<file path="config.mk">
export PLATFORM = sky130hd
export DESIGN_NAME = straits_sequencer
export DESIGN_NICKNAME = d
export VERILOG_FILES = /design/src/rtl/straits_sequencer.sv
export SDC_FILE = /design/constraint.sdc
export NUM_CORES = 1
export LEC_CHECK = 0
export ABC_AREA = 1
export BUFFER_PORTS_ARGS = -buffer_cell sky130_fd_sc_hd__buf_4
export CAP_MARGIN = 30
export CORE_MARGIN = 10
export CORE_UTILIZATION = 58
export DETAILED_ROUTE_END_ITERATION = 8
export PLACE_DENSITY = 0.9
export SLEW_MARGIN = 20
export SYNTH_ARGS = -nofsm -noshare
export SYNTH_HDL_FRONTEND = slang
export SYNTH_SLANG_ARGS = --single-unit
</file>
<file path="constraint.sdc">
create_clock -name clk -period 3 [get_ports clk]
set_clock_uncertainty 0.05 [all_clocks]
set_input_delay 0.15 -clock clk [delete_from_list [all_inputs] [get_ports clk]]
set_output_delay 0.15 -clock clk [all_outputs]
set_load 0.005 [all_outputs]
</file>
<file path="src/rtl/straits_sequencer.sv">
// straits_sequencer: control-word generator for the dire_straits enable decoder.
// After a start request it plays a programmable number of rounds. Each round is
// one CLR cycle followed by one SEL cycle, and the AND pattern rotates left once
// between rounds. hold freezes the whole block.
// Optional feature: define STRAITS_PARITY_EN to add par_out, a registered even
// parity over {A_out, B_out, AND_out}.
module straits_sequencer #(
    parameter int WIDTH = 4,
    parameter int CNT_W = 6
) (
    input  logic             clk,
    input  logic             rst,
    input  logic             start,
    input  logic             hold,
    input  logic [WIDTH-1:0] lane_mask,
    input  logic [WIDTH-1:0] and_pattern,
    input  logic [CNT_W-1:0] rounds,
    output logic [WIDTH-1:0] A_out,
    output logic [WIDTH-1:0] B_out,
    output logic [WIDTH-1:0] AND_out,
    output logic             busy,
    output logic             done,
`ifdef STRAITS_PARITY_EN
    output logic             par_out,
`endif
    output logic [CNT_W-1:0] round_cnt
);

    typedef enum logic [1:0] {IDLE, CLR, SEL, DONE} state_t;

    state_t           state, state_nxt;
    logic [WIDTH-1:0] mask_q, mask_nxt;
    logic [WIDTH-1:0] pat_q, pat_nxt;
    logic [CNT_W-1:0] rounds_q, rounds_nxt;
    logic [CNT_W-1:0] cnt_nxt;
    logic [WIDTH-1:0] a_nxt, b_nxt, and_nxt;
    logic             busy_nxt, done_nxt;

    // Next-state, capture and round-counting rules.
    always_comb begin
        // NOTE: every signal gets a default before the case so no path leaves it unassigned (no latch).
        state_nxt  = state;
        mask_nxt   = mask_q;
        pat_nxt    = pat_q;
        rounds_nxt = rounds_q;
        cnt_nxt    = round_cnt;
        case (state)
            IDLE: begin
                if (start) begin
                    cnt_nxt = '0;
                    if (rounds != '0) begin
                        mask_nxt   = lane_mask;
                        pat_nxt    = and_pattern;
                        rounds_nxt = rounds;
                        state_nxt  = CLR;
                    end else begin
                        state_nxt = DONE;
                    end
                end
            end
            CLR: state_nxt = SEL;
            SEL: begin
                // rounds_q is never 0 here, so round_cnt + 1 cannot exceed it: no wrap.
                cnt_nxt = round_cnt + CNT_W'(1);
                if (cnt_nxt == rounds_q) begin
                    state_nxt = DONE;
                end else begin
                    pat_nxt   = {pat_q[WIDTH-2:0], pat_q[WIDTH-1]};
                    state_nxt = CLR;
                end
            end
            DONE:    state_nxt = IDLE;
            default: state_nxt = IDLE;
        endcase
    end

    // Output values for the state being entered, so the registered outputs track the state.
    always_comb begin
        a_nxt    = '0;
        b_nxt    = '0;
        and_nxt  = '0;
        busy_nxt = 1'b0;
        done_nxt = 1'b0;
        case (state_nxt)
            CLR: begin
                b_nxt    = '1;
                and_nxt  = pat_nxt;
                busy_nxt = 1'b1;
            end
            SEL: begin
                a_nxt    = mask_nxt;
                b_nxt    = '1;
                and_nxt  = pat_nxt;
                busy_nxt = 1'b1;
            end
            DONE:    done_nxt = 1'b1;
            default: ;
        endcase
    end

    // State, captured operands and registered outputs; hold freezes everything.
    always_ff @(posedge clk or posedge rst) begin
        // NOTE: non-blocking assignments so every register samples pre-edge values.
        if (rst) begin
            state     <= IDLE;
            mask_q    <= '0;
            pat_q     <= '0;
            rounds_q  <= '0;
            round_cnt <= '0;
            A_out     <= '0;
            B_out     <= '0;
            AND_out   <= '0;
            busy      <= 1'b0;
            done      <= 1'b0;
`ifdef STRAITS_PARITY_EN
            par_out   <= 1'b0;
`endif
        end else if (!hold) begin
            state     <= state_nxt;
            mask_q    <= mask_nxt;
            pat_q     <= pat_nxt;
            rounds_q  <= rounds_nxt;
            round_cnt <= cnt_nxt;
            A_out     <= a_nxt;
            B_out     <= b_nxt;
            AND_out   <= and_nxt;
            busy      <= busy_nxt;
            done      <= done_nxt;
`ifdef STRAITS_PARITY_EN
            par_out   <= ^{a_nxt, b_nxt, and_nxt};
`endif
        end
    end

endmodule
</file>
### After elaboration in Yosys (flattened, before gate mapping)

Index checks and enable logic that the tools add are counted.

| word-level totals | value |
|---|---|
| bits in registers | 36 |
| output and inout port bits | 20 |

| cells by class | value |
|---|---|
| add/sub/neg operators | 1 |
| equality and inequality tests | 8 |
| muxes and demuxes | 18 |
| bitwise gates (word level) | 1 |
| reductions and logical operators | 6 |

Operator list:

| kind | count |
|---|---|
| 2-to-1 mux 4 bit | 9 |
| one-hot mux 6 bit (2 select lines) | 1 |
| equality test 2 bit, second input constant | 4 |
| one-hot mux 2 bit (4 select lines) | 1 |
| one-hot mux 4 bit (2 select lines) | 1 |
| adder 6 x 1 -> 6 bit, second input constant | 1 |
| equality test 6 bit | 1 |
| 2-to-1 mux 2 bit | 3 |
| 2-to-1 mux 6 bit | 1 |
| nonzero test 6 bit | 1 |
| equality test 2 x 1 -> 1 bit, second input constant | 2 |
| AND reduction 4 bit | 1 |
| AND reduction 3 bit | 1 |
| logical NOT 2 bit | 1 |
| 2-to-1 mux 1 bit | 2 |
| inequality test 2 bit, second input constant | 1 |
| nonzero test 2 bit | 1 |
| OR reduction 2 bit | 1 |
| NOT 1 bit | 1 |

### Longest topological paths before layout

| logic depth | value |
|---|---|
| depth after elaboration | 7 |
| mapped depth | 15 |
| gate-level depth less buffers | 15 |

### Worst setup path after synthesis

No wires, ideal clock.

| path | value |
|---|---|
| path kind | reg2reg |
| start point | register round_cnt[0] |
| end point | register AND_out[0] |
| arrival time | 1.856 ns |
| data required time | 2.834 ns |
| slack | 0.977 ns |
| cell stages (with the launch flop) | 15 |
| cell sequence | dfrtp_1 ha_1 inv_1 nand2_1 nand2_1 nor2_2 nand2_1 nor2_2 nand3_4 o21ai_2 ha_1 nand2_1 inv_1 nand2_1 nand2_1 |

| on the way | value |
|---|---|
| cells in the longest elaborated chain, start to end | 7 |
| elaborated cells between the ends (all ways) | 10 |

RTL lines:

| element | line | RTL |
|---|---|---|
| start, declared | 26 | `output logic [CNT_W-1:0] round_cnt` |
| start signal, assigned | 123 | `round_cnt <= cnt_nxt;` |
| adder 6 x 1 -> 6 bit * | 64 | `cnt_nxt = round_cnt + CNT_W'(1);` |
| equality test 6 bit * | 65 | `if (cnt_nxt == rounds_q) begin` |
| 2-to-1 mux 2 bit * | 65 |  |
| one-hot mux 2 bit (4 select lines) * | 47 | `case (state)` |
| via state_nxt[1] | 31 | `state_t state, state_nxt;` |
| equality test 2 bit or equality test 2 x 1 -> 1 bit (tied branches) | 84 | `case (state_nxt)` |
| OR reduction 2 bit (no line) * | n/a |  |
| 2-to-1 mux 4 bit * | 84 |  |
| end signal, assigned | 126 | `AND_out <= and_nxt;` |
| end, declared | 20 | `output logic [WIDTH-1:0] AND_out,` |

The timed path passes the listed nets; every way through them passes the cells marked *.
A chain may end at the register's enable or synchronous reset.

### Worst setup path in the final report

| path | value |
|---|---|
| start point | register round_cnt[0] |
| end point | register AND_out[1] |

The elaborated chain is that of the path after synthesis.

==> flow_summary_export.csv <==
group,metric,value,unit
status,status,"finished clean",
clock_tree,clock_sinks,32,
run,max-cap-violations,0,
final_layout,stdcell_area,0.00216,mm2
die,fp.dieW,75.5,um
sta,whs,0.0368,ns
yosys,synth_area_leaders,"dfrtp_1, nand2_1, inv_1, o21ai_0, nand3_1",
route,wirelength,4140,um
clock_tree,htree_num_levels,2,
route,avgRoutedWirePerCell,13.0,um
final_layout,nets,305,
clock_tree,cts_buffers,5,
route,route.detailed.drc,0,
yosys,synth-seq-cells,32,
sta,worst_pin_slew,0.815,ns
placed_design,dp_hpwl,3150,um
worst_setup_path,rrSetupSlack,0.77,ns
grt,antenna_found_initial,0,
worst_setup_path,cpPeakStageDelay,0.48,ns
clock_tree,cts_buffer_depth,2,
route,vias,1660,
yosys,yosys_warnings,0,
route,viasPerCell,5.20,
power_and_ir_drop,powerDensity,762,mW/mm2
sta,drv_slew,0,
yosys,yosysMostFrequentCell,"nand2_1",
clock_tree,cts_resized,0,
clock_tree,clock_latency,0.34,ns
grt,grt-ovfl-total,0,
power_and_ir_drop,internal_power,1.04,mW
power_and_ir_drop,irDropWorstVdd,414,uV
clock_tree,clk_pin_slew_worst_paths,0.10,ns
final_layout,drive_above_1_share,20.3,%
power_and_ir_drop,sw_frac_of_total,37.0,%
yosys,yosysUniqueCellTypes,24,
sta,min_period,2.23,ns
power_and_ir_drop,power,1.65,mW
die,start_util,59.5,%
clock_tree,cts_tree,"done",
yosys,syn-num-nets,268,
sta,hold_viol_final,0,
final_layout,area_growth,20.9,%
placed_design,postPlaceCellArea,0.00206,mm2
placed_design,io_buffers,37,
yosys,yosysTopAreaCellShare,44.8,%
worst_setup_path,critPathKind,"flop to flop",
route,drt_iter0_markers,143,
sta,period_share,74.4,%
placed_design,place_congestion,0.895,
yosys,synth_area_per_cell,7.21,um2
yosys,yosys-top-cells-count,"nand2_1, inv_1, dfrtp_1, o21ai_0, nand3_1",
power_and_ir_drop,leakagePower,1.19,nW
worst_setup_path,cp.required,3.19,ns
sta,setup_violations,0,
die,core.rowCount,20,
power_and_ir_drop,p_clk_share,22.4,%
clock_tree,root_buffer,"clkbuf_4",
yosys,synth_top_area_cell,"dfrtp_1",
sta,maxSlewHeadroom,45.6,%
final_layout,layout.cells.non_filler,319,
worst_setup_path,cp-start-kind,"flop",
yosys,ys.flop_type,"dfrtp_1",
min_path,hp-class,"primary input to flop",
final_layout,antenna-diode-count,0,
sta,rsz0062_at_grt,"false",
worst_setup_path,critPathMostFrequentCell,"nand2_1",
die,core-area,0.00300,mm2
grt,grt_use_total,15.8,%
die,io_pins,38,
sta,fin_setup_tns,0,ns
worst_setup_path,critical_path.cell_chain,"ha_1 > inv_1 > nand2_1 > nand2_1 > nand2_1 > nand2_1 > nand2_1 > nor2_2 > nand3_4 > o21ai_2 > ha_1 > nand2_1 > inv_1 > nand2_1 > nand2_1",
placed_design,place_inst,310,
yosys,yosysSeqAreaShare,44.8,%
power_and_ir_drop,p_sw,0.609,mW
yosys,syn_inst,248,
yosys,syn-cell-area,0.00179,mm2
grt,grt_max_degree,23,
worst_setup_path,cp.arrival,2.42,ns
route,first_pass_iters,4,
die,die_y,75.5,um
yosys,async_flop_share,100,%
worst_setup_path,cp-end-kind,"flop",
sta,fmax,448,MHz
clock_tree,post_cts_buffers,0,
worst_setup_path,worst-path-max-fanout,8,
die,die-area,0.00570,mm2
yosys,synth_edf_count,0,
grt,grt_pass1_wl,6940,um
route,drtAntennaViolNets,0,
power_and_ir_drop,comb_power_share,37.4,%
grt,first_global_vias,1626,
power_and_ir_drop,power_frac_seq,40.2,%
worst_setup_path,cpMaxStageDelayCell,"dfrtp_1",
-- registers in the layout (all words and copies together) (netlist names) --
register / flops
AND_out: 4
A_out: 4
B_out: 1
done: 1
mask_q: 4
pat_q: 4
round_cnt: 6
rounds_q: 6
state: 2
-- final cells by class --
type,count,area (um2)
clock buffers,7,65.1
clock inverters,1,30.0
fillers,245,842
inverters,44,165
multi-input cells,163,763
flip-flops and latches,32,801
well taps,33,41.3
repair buffers,39,295
-- critical path, delay by kind of cell, from the launching register on --
family,cells,cell delay [ns]
flip-flops,1,0.48
adder cells (fa/ha/maj),2,0.53
buffers and inverters,2,0.16
AND/OR/NAND/NOR,10,0.77
AO/OA/AOI/OAI,1,0.14
-- metal layers --
layer | up-vias | GRT usage (%) | share of wire, %
li1 | 851 | - | -
met1 | 751 | 19.2 | 45
met2 | 46 | 24.9 | 47
met3 | 12 | 4.30 | 6.0
met4 | 0 | 8.25 | 2.5
met5 | - | 0 | 0
-- metrics by stage --
| stage | setup WS [ns] | util, % |
|---|---|---|
| global route | 0.564 | 72.0 |
| global placement | 0.875 | 68.5 |
| finish | 0.769 | 72.0 |
| detailed placement | 0.801 | 68.5 |
| floorplan | 0.977 | - |
| CTS | 0.769 | 72.0 |
-- power groups by stage --
stage / Combinational (mW) / Clock, mW / Sequential, mW
final: 0.616 / 0.369 / 0.662
after global routing: 0.707 / 0.389 / 0.681
after CTS: 0.618 / 0.369 / 0.660
after detailed placement: 0.611 / 0 / 0.668
after global placement: 0.592 / 0 / 0.661
after floorplan: 0.423 / 0 / 0.649
-- cells by family (layout without fill, tap and decap cells) --
kind of cell | count (synthesis) | after routing | synth area share, %
and+or+nand+nor | 124 | 124 | 30.5
buffers and inverters | 53 | 91 | 12.5
AOI/OAI and AO/OA | 37 | 37 | 10.8
DFF | 32 | 32 | 44.8
adders and majority gates | 2 | 2 | 1.40
-- final timing paths --
path                              startpoint     endpoint  cells after the start
min in group asynchronous                rst     pat_q[2]                      3
worst min register to register      pat_q[1]     pat_q[1]                      2
worst min-delay path               rounds[4]  rounds_q[4]                      3
worst max register to register  round_cnt[0]   AND_out[1]                     15
max in group asynchronous                rst   AND_out[3]                      4
worst max-delay path            round_cnt[0]   AND_out[1]                     15
-- cell usage in the layout, fill, tap and decap left out, drive strengths merged --
cell type    count
nand2           82
inv             44
buf             38
dfrtp           32
o21ai           29
nand3           24
nor2            13
clkbuf           7
a21oi            6
nand4            3
nor3             2
ha               2
o21bai           1
o22ai            1
bufinv           1
dlygate4sd3      1
-- what timing repair did --
action	CTS	global route
setup endpoints to repair	0	0
hold buffers	1	0
endpoints found under the hold margin	21	0
Note: power is estimated with default switching activity, not from simulation.
